===== src/rtl/instruction_aligner.sv =====
// Repacks word-aligned 32-bit fetch words into a 3-halfword buffer and issues one RVC or 32-bit instruction per handshake with its PC.
// Issue latency 1 cycle after accept; fetch_ready depends only on registered occupancy (cnt <= 1); flush overrides accept and issue.
module instruction_aligner #(
  parameter logic [31:0] RESET_PC = 32'h0000_0000
) (
  input  logic        clk_i,
  input  logic        rst_i,
  input  logic        fetch_valid_i,
  input  logic [31:0] fetch_word_i,
  output logic        fetch_ready_o,
  input  logic        flush_i,
  input  logic [31:0] flush_pc_i,
  output logic        instr_valid_o,
  input  logic        instr_ready_i,
  output logic [31:0] instr_o,
  output logic [31:0] instr_pc_o,
  output logic        instr_is_rvc_o
);

  logic [15:0] hb_q   [3];
  logic [15:0] hb_nxt [3];
  logic [1:0]  cnt_q, cnt_nxt;
  logic [31:0] pc_q;
  logic        skip_q;

  logic        head_rvc, head_avail, accept, issue;
  logic [1:0]  pop_n, push_n, remain;

  assign head_rvc   = (hb_q[0][1:0] != 2'b11);
  assign head_avail = head_rvc ? (cnt_q >= 2'd1) : (cnt_q >= 2'd2);

  assign fetch_ready_o  = (cnt_q <= 2'd1);
  assign instr_valid_o  = head_avail & ~flush_i;
  assign instr_is_rvc_o = head_avail & head_rvc;
  assign instr_pc_o     = pc_q;

  always_comb begin
    instr_o = 32'h0000_0000;
    if (head_avail) begin
      instr_o = head_rvc ? {16'h0000, hb_q[0]} : {hb_q[1], hb_q[0]};
    end
  end

  assign accept = fetch_valid_i & fetch_ready_o & ~flush_i;
  assign issue  = instr_valid_o & instr_ready_i;
  assign pop_n  = issue ? (head_rvc ? 2'd1 : 2'd2) : 2'd0;
  assign push_n = accept ? (skip_q ? 2'd1 : 2'd2) : 2'd0;
  assign remain = cnt_q - pop_n;

  // Accept only happens at cnt <= 1, so remain is 0 or 1 and the push fits.
  always_comb begin
    hb_nxt = hb_q;
    if (pop_n == 2'd1) begin
      hb_nxt[0] = hb_q[1];
      hb_nxt[1] = hb_q[2];
    end else if (pop_n == 2'd2) begin
      hb_nxt[0] = hb_q[2];
    end
    if (accept) begin
      if (skip_q) begin
        if (remain[0]) hb_nxt[1] = fetch_word_i[31:16];
        else           hb_nxt[0] = fetch_word_i[31:16];
      end else if (remain[0]) begin
        hb_nxt[1] = fetch_word_i[15:0];
        hb_nxt[2] = fetch_word_i[31:16];
      end else begin
        hb_nxt[0] = fetch_word_i[15:0];
        hb_nxt[1] = fetch_word_i[31:16];
      end
    end
    cnt_nxt = cnt_q - pop_n + push_n;
  end

  always_ff @(posedge clk_i or negedge rst_i) begin
    if (!rst_i) begin
      cnt_q  <= 2'd0;
      pc_q   <= {RESET_PC[31:1], 1'b0};
      skip_q <= RESET_PC[1];
      hb_q   <= '{default: 16'h0000};
    end else if (flush_i) begin
      cnt_q  <= 2'd0;
      pc_q   <= {flush_pc_i[31:1], 1'b0};
      skip_q <= flush_pc_i[1];
    end else begin
      cnt_q <= cnt_nxt;
      hb_q  <= hb_nxt;
      if (issue) pc_q <= pc_q + (head_rvc ? 32'd2 : 32'd4);
      if (accept) skip_q <= 1'b0;
    end
  end

endmodule


===== config.mk =====
export PLATFORM = sky130hd
export DESIGN_NAME = instruction_aligner
export DESIGN_NICKNAME = d
export VERILOG_FILES = /design/src/rtl/instruction_aligner.sv
export SDC_FILE = /design/constraint.sdc
export NUM_CORES = 1
export LEC_CHECK = 0
export CORE_ASPECT_RATIO = 1.1
export CORE_UTILIZATION = 45
export DETAILED_ROUTE_END_ITERATION = 8
export HOLD_SLACK_MARGIN = 0.06
export PLACE_DENSITY = 0.73
export SETUP_SLACK_MARGIN = 0.5
export SLEW_MARGIN = 0
export SYNTH_ARGS = -nofsm -noshare
export SYNTH_HDL_FRONTEND = slang
export SYNTH_SLANG_ARGS = --single-unit

===== constraint.sdc =====
create_clock -name clk_i -period 6.5 [get_ports clk_i]
set_input_delay 1.95 -clock clk_i [delete_from_list [all_inputs] [get_ports clk_i]]
set_output_delay 1.95 -clock clk_i [all_outputs]
set_load 0.03 [all_outputs]

* Yosys cells after proc, flatten, opt, wreduce, memory -nomap -nowiden
Cells that the tools add are included.
** Storage, ports and cells
- Register bits after elaboration :: 83
- Bits of input ports :: 69
- Output and inout bits :: 67
- Word-level logic and storage cells :: 49
** Cells by class
- Add/subtract/negate cells :: 3
- $lt $le $gt $ge :: 3
- Equal/unequal tests :: 3
- Multiplexer cells :: 24
- Bitwise logic cells :: 7
- Reductions and logical operators :: 3
** Operator list (count)
- $mux 32 :: 5
- $mux 16 :: 9
- $mux 48 :: 1
- $add 32x3->32 :: 1
- $mux 2 :: 5
- $and 1x1->1 :: 5
- $reduce_and 4->1 :: 1
- $reduce_bool 2->1 :: 2
- $mux 1 :: 3
- $mux 3 :: 1
- $add 2x2->2 :: 1
- $eq 2x1->1 const B :: 1
- $eq 2x2->1 const B :: 1
- $ge 2x1->1 const B :: 1
- $ge 2x2->1 const B :: 1
- $le 2x1->1 const B :: 1
- $ne 2x2->1 const B :: 1
- $not 1->1 :: 2
- $sub 2x2->2 :: 1

* Depth between registers and ports, before layout
- Word-level depth :: 11
- Mapped depth :: 15
- Gate-level depth less buffers :: 10

* Least setup slack after synthesis
Ideal clock, no wire load.
- Path kind :: in2out
- From :: input port flush_i
- To :: output port instr_valid_o
- Arrival :: 2970 ps
- Data required time :: 4550 ps
- Setup slack :: 1580 ps
- Stages on the path :: 4
- Path buffers :: 3
- Cell sequence :: clkbuf_1 -> clkbuf_1 -> clkbuf_1 -> nor2_1
** On the way
- Longest elaborated chain between the ends :: 2
** Ends and longest elaborated chain
- from (decl) :: line 11 : input logic flush_i,
- $not 1->1 (no source line)
- $and 1x1->1 :: line 33 : assign instr_valid_o = head_avail & ~flush_i;
- to (decl) :: line 13 : output logic instr_valid_o,
Every way passes these cells.

* Worst setup path in the final report
- From :: input port instr_ready_i
- To :: register hb_q[35] (netlist bit)
** On the way
- Longest elaborated chain between the ends :: 8
- Elaborated cells between the ends (all ways) :: 11
- Classes of those cells :: add/sub: 1; eq/ne: 2; mux: 7; bitwise: 1
** Ends and longest elaborated chain
- from (decl) :: line 14 : input logic instr_ready_i,
- $and 1x1->1 (*) :: line 45 : assign issue = instr_valid_o & instr_ready_i;
- $mux 2 (*) :: line 46 : assign pop_n = issue ? (head_rvc ? 2'd1 : 2'd2) : 2'd0;
- $eq 2x2->1 :: line 56 : end else if (pop_n == 2'd2) begin
- $mux 16 :: line 56
- $mux 16 :: line 53 : if (pop_n == 2'd1) begin
- $mux 16, on equally long branches :: line 63, 61
- $mux 32 :: line 60 : if (skip_q) begin
- $mux 48 (*) :: line 59 : if (accept) begin
- to (signal assigned) :: line 86 : hb_q <= hb_nxt;
- to (decl) :: line 20 : logic [15:0] hb_q [3];
Every way passes the cells marked *; elsewhere a longest branch is shown, timed or not.
A chain may end at the register's enable or synchronous reset.

==> results.txt <==
vias in the first global route -> 5,068
clock share of power -> 21.6%
Die Wd -> 105 um
Post-DP HPWL -> 10,900 um
FMAX -> 204 MHz
post-DR wirelength/cell -> 18.3 um
hold_buf cts -> 0
worst-path maximum fanout -> 17
largest net degree at the start of global routing -> 83
first-pass GRT wire length -> 25,600 um
Reg2Reg Launch Point -> cnt_q[1]$_DFF_PN0_
Mapped Area -> 0.00526 mm2
CTS H-tree lvls -> 3
asr flop ratio synth -> 100%
Mapped Cells -> 624
CTS sink cnt -> 82
startpoint types -> input pin
syn avg cell area -> 8.43 um2
uppermost routed layer -> met4
Post-DRT Antenna Nets -> 0
grt ovf -> 0
CTS clock-pin slew for the worst setup and hold paths -> 0.06 ns
Setup Buffers After CTS -> 0
most used flip-flop cell after synthesis -> dfrtp_1
worst skew pair latency -> 0.35 ns
Power per Cell Area -> 344 mW/mm2
Initial Util -> 46.0%
Setup Crit Path Kind -> in -> reg
Final Wtd Congestion -> 0.905
Setup Skew -> 0.00637 ns
outcome -> complete, no violations
Switching Fraction -> 40.1%
I/O pin cnt -> 136
register area share after synthesis -> 39.0%
met3 WL post-DR -> 1120 um
number of synthesized flops with an enable pin -> 0
fillcell total -> 997
Iter 0 DRT Violations -> 372
Combinational Power Share -> 44.0%
CP max-delay cell -> and2_0
Chip Height -> 115 um
met1 wire length -> 7040 um
Min Hold Slack -> 0.536 ns
final WL -> 16,300 um
Seq pwr share -> 34.4%
RSZ-0062 raised after global routing -> no
Longest Clk Path Bufs -> 2
Hold Vio Cnt, Final -> 0
Syn Nets -> 698
setup violators final -> 0
clock root buffer -> clkbuf_16
CP dominant cell by count -> a21oi_1
hold path start -> hb_q[45]$_DFFE_PN0N_
setup TNS -> 0 ns
worst slew pin tran -> 1.07 ns
fin util -> 61.2%
Tmin final -> 4.91 ns
TritonCTS clock tree -> yes
Psw -> 967 uW
Max-cap violations -> 0
Total Power -> 2.41 mW
share of post-route cells with drive strength above 1 -> 7.68%
Die ar. -> 0.0121 mm2
CTS Buf Count -> 9
Cell Int Power -> 1.44 mW
Seq cells post-synth -> 82
first-pass iteration count of the detailed router -> 5
worst path cell trace -> clkdlybuf4s50_1 > nand2b_1 > a211oi_4 > buf_4 > ha_1 > and2_0 > a31oi_1 > a21oi_1 > a21oi_1
ant diodes -> 0
antenna violations before repair -> 0
Slew HR -> 28.6%
Leak -> 2.92 nW
IO Port Bufs -> 133
worst hold-check path type -> reg -> reg
worst setup path startpoint -> instr_ready_i
Peak supply drop -> 0.243 mV
post-cts resize count -> 0
row count -> 41
Slew Viols, Final -> 0
Syn. warnings -> 0
met2 wire length -> 7820 um
Final Cycle Share -> 75.5%
WP data required -> 6.69 ns
Post-route DRC -> 0
Overall Global Routing Usage -> 27.3%
Worst Setup End Kind -> flop
via count -> 5,242
DR vias/cell -> 5.88
Nets -> 811
layout overhead on the synthesized area -> 33.0%
Synth cell types -> 52
Core ar. -> 0.0114 mm2
delay of the slowest critical-path stage -> 0.89 ns
final std cells w/o fill -> 892
placed insts -> 876
worst path arrival time -> 5.10 ns
kinds of logic (layout without fill, tap and decap cells):
kind of cell             Yosys count  count (layout)  synth area share [%]
AND/OR/NAND/NOR                  228             228                  20.1
flip-flops                        82              82                  39.0
other                              1               1                0.0713
AO/OA/AOI/OAI                    166             166                  20.0
adder cells (fa/ha/maj)            5               5                  1.33
XOR/XNOR                          23              23                  3.83
multiplexers                      53              53                  10.5
buffers and inverters             66             184                  5.14
placed cells by master (no fill, tap or decap), drive strengths merged, types with 2 or more instances in the layout:
| cell | netlist | final |
|---|---|---|
| and3 | 19 | 19 |
| a31oi | 14 | 14 |
| xor2 | 6 | 6 |
| dfrtp | 82 | 82 |
| nand4 | 7 | 7 |
| o221ai | 2 | 2 |
| nor2 | 49 | 49 |
| and4 | 5 | 5 |
| buf | 13 | 14 |
| nor3 | 10 | 10 |
| nand3 | 11 | 11 |
| o22a | 2 | 2 |
| o41ai | 2 | 2 |
| nand2 | 103 | 103 |
| o311ai | 4 | 4 |
| nor3b | 2 | 2 |
| a21oi | 65 | 65 |
| nand2b | 3 | 3 |
| inv | 23 | 23 |
| o311a | 2 | 2 |
| or2 | 3 | 3 |
| clkdlybuf4s50 | 0 | 131 |
| o211a | 2 | 2 |
| xnor2 | 17 | 17 |
| a211o | 2 | 2 |
| a2111o | 2 | 2 |
| nor4 | 2 | 2 |
| and2 | 3 | 3 |
| mux2 | 18 | 18 |
| clkbuf | 30 | 14 |
| ha | 4 | 4 |
| mux2i | 35 | 35 |
| nor2b | 9 | 9 |
| o21ai | 44 | 44 |
| o211ai | 4 | 4 |
| a311o | 16 | 16 |
worst max-delay path, delay by kind of cell:
kind / cells / cell delay (ns)
and+or+nand+nor: 2 / 1.03
buffers and inverters: 2 / 0.92
adders and majority gates: 1 / 0.65
AOI/OAI and AO/OA: 4 / 0.53
path summary, 6_finish.rpt:
kind,cells after the start,slack [ns],endpoint
min in group asynchronous,1,1.80,hb_q[42]$_DFFE_PN0N_
setup reg to reg,8,2.63,hb_q[35]$_DFFE_PN0N_
setup / recovery,9,1.59,hb_q[35]$_DFFE_PN0N_
hold / removal,2,0.54,hb_q[45]$_DFFE_PN0N_
max in group asynchronous,1,4.02,instr_pc_o[14]$_DFFE_PN0N_
hold reg to reg,2,0.54,hb_q[45]$_DFFE_PN0N_
cell type report:
| class | instances | area (um2) | share of cell area [%] |
|---|---|---|---|
| Tap cell | 150 | 188 | 2.68 |
| Clock inverter | 2 | 35.0 | 0.501 |
| Inverter | 23 | 86.3 | 1.23 |
| Sequential cell | 82 | 2050 | 29.3 |
| Clock buffer | 14 | 264 | 3.77 |
| Timing Repair Buffer | 145 | 1410 | 20.2 |
| Multi-Input combinational cell | 476 | 2960 | 42.3 |
Yosys cell counts (all sizes together) (3+ instances only):
master | number | share of area, %
nand2 | 103 | 7.4
dfrtp | 82 | 39
a21oi | 65 | 6.2
nor2 | 49 | 3.5
o21ai | 44 | 4.2
mux2i | 35 | 6.7
clkbuf | 30 | 2.1
inv | 23 | 1.6
and3 | 19 | 2.3
mux2 | 18 | 3.9
xnor2 | 17 | 2.8
a311o | 16 | 3.0
a31oi | 14 | 1.7
buf | 13 | 1.4
nand3 | 11 | 1.0
nor3 | 10 | 0.95
nor2b | 9 | 1.1
nand4 | 7 | 0.83
xor2 | 6 | 1.0
and4 | 5 | 0.83
ha | 4 | 0.95
o211ai | 4 | 0.57
o311ai | 4 | 0.67
and2 | 3 | 0.36
nand2b | 3 | 0.36
or2 | 3 | 0.36
through the flow:
step                instance area (um2)  worst slack (ns)
finish                             7000              1.59
global route                       7000              1.51
CTS                                7000              1.59
detailed placement                 6700              1.38
global placement                   6700              1.47
floorplan                          5260              1.58
flip-flops by register name, indices dropped and copies added, names as in the netlist:
register	count
skip_q	1
instr_pc_o	31
hb_q	48
cnt_q	2
power groups by stage:
| stage | combinational (mW) | clock (mW) | sequential [mW] |
|---|---|---|---|
| final | 1.06 | 0.521 | 0.828 |
| after detailed placement | 1.05 | 0 | 0.830 |
| after global routing | 1.15 | 0.544 | 0.851 |
| after global placement | 1.03 | 0 | 0.821 |
| after floorplan | 0.682 | 0 | 0.813 |
| after CTS | 1.06 | 0.521 | 0.823 |
metal layers:
| layer | vias to the layer above | global-route usage (%) |
|---|---|---|
| li1 | 2434 | - |
| met1 | 2569 | 35.5 |
| met2 | 208 | 44.7 |
| met3 | 31 | 6.07 |
| met4 | 0 | 10.8 |
| met5 | - | 0 |
Power figures use the tool's default switching activity.
